--- config.mk ---
export PLATFORM = sky130hd
export DESIGN_NAME = pwr_btn_conditioner
export DESIGN_NICKNAME = d
export VERILOG_FILES = /design/src/rtl/pwr_btn_conditioner.sv
export SDC_FILE = /design/constraint.sdc
export NUM_CORES = 1
export LEC_CHECK = 0
export CAP_MARGIN = 10
export CORE_MARGIN = 1
export CORE_UTILIZATION = 55
export CTS_CLUSTER_DIAMETER = 120
export DETAILED_ROUTE_END_ITERATION = 6
export PLACE_DENSITY = 0.75
export SETUP_SLACK_MARGIN = 0.1
export SYNTH_ARGS = -nofsm -noshare
export SYNTH_HDL_FRONTEND = slang
export SYNTH_SLANG_ARGS = --single-unit
export TNS_END_PERCENT = 50
--- constraint.sdc ---
create_clock -name i_clk_32k -period 2.45 [get_ports i_clk_32k]
set_clock_uncertainty 0.1 [all_clocks]
set_input_delay 0.6125 -clock i_clk_32k [delete_from_list [all_inputs] [get_ports i_clk_32k]]
set_output_delay 0.6125 -clock i_clk_32k [all_outputs]
set_load 0.05 [all_outputs]
--- src/rtl/pwr_btn_conditioner.sv ---
// Power-button conditioner: synchroniser, debouncer, hold timer and enable sequencer.
// Optional macro PWR_BTN_4S_PULSE_EN turns o_btn_press4s into a one-shot pulse.
module pwr_btn_conditioner #(
    parameter int DEB_CNT  = 655,
    parameter int HOLD_CNT = 131072,
    parameter int EN_DLY   = 32768
) (
    input  logic i_clk_32k,
    input  logic i_rst_n,
    input  logic i_pwr_btn_n,
    output logic o_ButtonPressed,
    output logic o_btn_press4s,
    output logic o_pwr_btn_en,
    output logic o_btn_stuck
);

    localparam int DCW = $clog2(DEB_CNT + 1);
    localparam int HCW = $clog2(HOLD_CNT + 1);
    localparam int ECW = (EN_DLY > 1) ? $clog2(EN_DLY) : 1;

    localparam logic [DCW-1:0] DEB_LAST  = DCW'(DEB_CNT - 1);
    localparam logic [HCW-1:0] HOLD_MAX  = HCW'(HOLD_CNT);
    localparam logic [ECW-1:0] ECNT_LAST = ECW'(EN_DLY - 1);

    typedef enum logic [1:0] {
        S_DLY = 2'd0,
        S_CHK = 2'd1,
        S_RUN = 2'd2
    } state_e;

    logic           sync1_q, sync2_q;
    logic           deb_q, deb_d;
    logic [DCW-1:0] dcnt_q, dcnt_d;
    logic [HCW-1:0] hcnt_q, hcnt_d;
    logic           at_hold;
    state_e         state_q, state_d;
    logic [ECW-1:0] ecnt_q, ecnt_d;
    logic           en_q, en_d;
    logic           stuck_q, stuck_d;

    always_ff @(posedge i_clk_32k or negedge i_rst_n) begin
        if (!i_rst_n) begin
            sync1_q <= 1'b1;
            sync2_q <= 1'b1;
            deb_q   <= 1'b0;
            dcnt_q  <= '0;
            hcnt_q  <= '0;
            state_q <= S_DLY;
            ecnt_q  <= '0;
            en_q    <= 1'b0;
            stuck_q <= 1'b0;
        end else begin
            sync1_q <= i_pwr_btn_n;
            sync2_q <= sync1_q;
            deb_q   <= deb_d;
            dcnt_q  <= dcnt_d;
            hcnt_q  <= hcnt_d;
            state_q <= state_d;
            ecnt_q  <= ecnt_d;
            en_q    <= en_d;
            stuck_q <= stuck_d;
        end
    end

    assign at_hold = (hcnt_q == HOLD_MAX);

    // Any sample matching the accepted level restarts the stability count.
    always_comb begin
        deb_d  = deb_q;
        dcnt_d = '0;
        if (~sync2_q != deb_q) begin
            if (dcnt_q == DEB_LAST) begin
                deb_d = ~deb_q;
            end else begin
                dcnt_d = dcnt_q + DCW'(1);
            end
        end
        hcnt_d = '0;
        if (deb_q) begin
            hcnt_d = at_hold ? hcnt_q : hcnt_q + HCW'(1);
        end
    end

    always_comb begin
        state_d = state_q;
        ecnt_d  = ecnt_q;
        en_d    = en_q;
        stuck_d = stuck_q;
        case (state_q)
            S_DLY: begin
                if (ecnt_q == ECNT_LAST) begin
                    state_d = S_CHK;
                    stuck_d = deb_q;
                end else begin
                    ecnt_d = ecnt_q + ECW'(1);
                end
            end
            S_CHK: begin
                if (!deb_q) begin
                    state_d = S_RUN;
                    en_d    = 1'b1;
                    stuck_d = 1'b0;
                end else begin
                    stuck_d = 1'b1;
                end
            end
            S_RUN: begin
                en_d    = 1'b1;
                stuck_d = 1'b0;
            end
            default: begin
                state_d = S_DLY;
            end
        endcase
    end

`ifdef PWR_BTN_4S_PULSE_EN
    // fired_q blocks re-pulsing until a release is accepted.
    logic fired_q, fired_d;

    assign fired_d = deb_q & (fired_q | at_hold);

    always_ff @(posedge i_clk_32k or negedge i_rst_n) begin
        if (!i_rst_n) begin
            fired_q <= 1'b0;
        end else begin
            fired_q <= fired_d;
        end
    end

    assign o_btn_press4s = deb_q & at_hold & ~fired_q;
`else
    assign o_btn_press4s = deb_q & at_hold;
`endif

    assign o_ButtonPressed = deb_q;
    assign o_pwr_btn_en    = en_q;
    assign o_btn_stuck     = stuck_q;

endmodule
==> summary.md <==
| Metric | Value |
|---|---|
| H-tree lvl count | `2` |
| Initial antenna violation count | `0` |
| Minimum clock period after layout | `2540 ps` |
| Die width | `69.1 um` |
| Fmax achieved | `0.394 GHz` |
| R2r startpoint | `ecnt_q[0]` |
| Critical-path cell list | `inv_2 > ha_4 > nor4b_4 > nand4_1 > nor4b_4 > and2_4 > buf_12` |
| Cts hold-fix bufs | `0` |
| Syn Inst Count | `232` |
| WP data arrival | `1830 ps` |
| Drt first pass iters | `4` |
| Post-synth EDFFs | `0` |
| Status | `complete, but fails checks` |
| Estimated wirelength of the detail-placed design | `2750 um` |
| Area grow syn2layout | `12.1%` |
| Final Util | `0.641` |
| Number of synthesized register bits | `50` |
| Longest Clk Path Bufs | `2` |
| Worst reg-to-reg setup slack | `490 ps` |
| Cts bufs inserted | `5` |
| GRT overflow | `0` |
| Most frequent cells in the layout | `48 x dfrtp_1, 29 x nor2_1, 18 x xor2_1` |
| RR Endpoint | `ecnt_q[1]` |
| Die H | `69.1 um` |
| Post-Synth XOR/XNOR Area | `0.110` |
| Drt drc | `0` |
| First-pass GRT wire length | `7060 um` |
| Max VDD drop | `0.349 mV` |
| N_diodes | `0` |
| All-layer global routing usage | `0.187` |
| Via/cell ratio | `5.43` |
| Largest family of logic cells by synthesized area | `simple AND/OR/NAND/NOR gates` |
| Worst path required time | `1740 ps` |
| Met3 WL | `88 um` |
| IO buf count | `6` |
| NumNets Final | `260` |
| Failing checks | `negative setup slack` |
| Simple-Gate Fraction of Synth Area | `0.243` |
| Synth Area in Adders | `0.0455` |
| Row cnt | `24` |
| Netlist cell types | `40` |
| Final hold vios | `0` |
| Setup crit start kind | `register` |
| Crit-path max FO | `3` |
| Routed via count | `1,633` |
| Fin worst setup slack | `-89.4 ps` |
| Top_reg_cell synth | `dfrtp_1` |
| Root buf cell | `clkbuf_8` |
| Wl on met1 | `1920 um` |
| Critical path's largest stage delay | `410 ps` |
| Final cell count without fillers | `301` |
| Met2 wire length | `1880 um` |
| Highest Signal Layer | `met4` |
| Setup violations, final | `1` |
| CTS tree | `built` |
| CTS sink cnt | `50` |
| Final WL | `3950 um` |
| Final Max Slew Viols | `0` |
| Hold_ws | `229 ps` |
| Clock transition at the registers of the reported paths | `90 ps` |
| Worst setup EP type | `output port` |
| Initial Util | `0.572` |
| Core Region | `0.00432 sq mm` |
| Max-cap violation count | `0` |
| Later-pin clock latency in the skew report | `290 ps` |
| Largest net degree at the start of global routing | `29` |
| Worst Tran Pin Value | `648 ps` |
| RSZ-0062 raised after global routing | `true` |
| Hold crit path type | `in -> async` |
| Tot Pwr | `1.43 mW` |
| Post-synthesis compound-gate area fraction | `0.0526` |
| Leakage power | `1.23 nW` |
| Post-Place Cells | `289` |
| Mux cell area share after synthesis | `0.0182` |
| Power per standard cell area | `515 mW/mm^2` |
| Fillers | `355` |
| Rel. slew slack | `0.568` |
| Die area | `0.00477 sq mm` |
| Tcrit/Tclk final | `1.04` |
| CP max-delay cell | `dfrtp_1` |
| # IOs | `7` |
| Initial DRC Count | `63` |
| Antenna viol nets, final | `0` |
| Layout cells sized above 1 | `0.169` |
| Worst r2r path cells | `5` |
| Commonest non-fill, non-tap cell in the layout | `dfrtp_1` |
| Register area | `0.00125 sq mm` |
| Syn_area_per_cell | `10.7 sq um` |
| Wire length per cell | `13.1 um` |
| Cell Area, Synth | `0.00247 sq mm` |
| FFs w/ async S/R, synth | `1.00` |
| Synth warn | `0` |
| Mapped Nets | `244` |
| Sequential-to-total area share from yosys stat | `0.507` |
| Vias in the first global route | `1,563` |
| Most common cell on crit path | `nor4b_4` |
| GPL Wtd Cong | `0.786` |
| Crit Path Category | `reg -> out` |
| Multi-input gate area | `0.00118 sq mm` |
[flip-flops by register name, summed over array words and instances (netlist names)]
signal           cells
hcnt_q              18
dcnt_q              10
o_ButtonPressed      1
ecnt_q              15
o_btn_stuck          1
state_q              2
sync1_q              1
sync2_q              1
o_pwr_btn_en         1
[how the worst max path moves through the flow]
stage	startpoint	to	slack (ps)	depth (start not counted)
final	hcnt_q[0]	o_btn_press4s	-90	7
after global routing	hcnt_q[0]	o_btn_press4s	-260	7
after CTS	hcnt_q[0]	o_btn_press4s	-80	7
after detailed placement	hcnt_q[0]	o_btn_press4s	140	7
after global placement	hcnt_q[0]	o_btn_press4s	180	7
after floorplan	hcnt_q[0]	o_btn_press4s	100	6
[repair_timing]
action / in CTS / in global routing
endpoints found under the hold margin: 0 / 0
setup endpoints to repair: 1 / 1
buffers inserted: 4 / 0
pin swaps: 3 / 1
resized for setup: 6 / 0
[per-layer routing]
metal  GRT usage  up-vias
li1            -      831
met1       0.257      778
met2       0.290       18
met3      0.0395        6
met4      0.0748        0
met5           0        -
[cell usage after synthesis (3+ instances only)]
master	instances	area share
a21oi_1	10	0.020
and2_1	4	0.010
and3_1	3	0.0076
dfrtp_1	48	0.49
ha_1	9	0.046
inv_1	8	0.012
mux2_2	4	0.018
nand2_1	16	0.024
nand3_1	13	0.026
nand4_1	10	0.025
nor2_1	29	0.044
nor3_1	6	0.012
o21ai_0	8	0.016
or3_1	4	0.010
xnor2_1	13	0.046
xor2_1	18	0.064
[per-stage QoR]
step                setup slack (ps)  TNS (ps)  cell area [sq um]
finish                         -89.4     -89.4               2770
global route                    -257      -257               2770
CTS                            -84.7     -84.7               2770
detailed placement               143         0               2610
global placement                 178         0               2610
floorplan                        101         0               2470
[cells by family after synthesis]
group | after synthesis
buf+inv | 13
flops | 50
simple gates | 102
xor+xnor | 31
mux | 4
compound gates | 23
fa+ha+maj | 9
[cell type report]
| type | instances | share of cell area |
|---|---|---|
| Sequential cell | 50 | 0.452 |
| Multi-Input combinational cell | 169 | 0.426 |
| Timing Repair Buffer | 13 | 0.0460 |
| Clock buffer | 6 | 0.0262 |
| Tap cell | 52 | 0.0235 |
| Clock inverter | 2 | 0.0135 |
| Inverter | 9 | 0.0122 |
[power by group]
part	leakage, nW	switching (mW)	internal, mW
clock	0.0514	0.254	0.304
sequential	0.675	0.00491	0.831
combinational	0.504	0.0224	0.0109
[worst max-delay path: cells and delay by family (launching register included)]
| family | cells | cell delay (ps) |
|---|---|---|
| buffers and inverters | 2 | 210 |
| flip-flops | 1 | 410 |
| adder cells (fa/ha/maj) | 1 | 120 |
| AND/OR/NAND/NOR | 4 | 800 |
(Power assumes the default switching activity.)
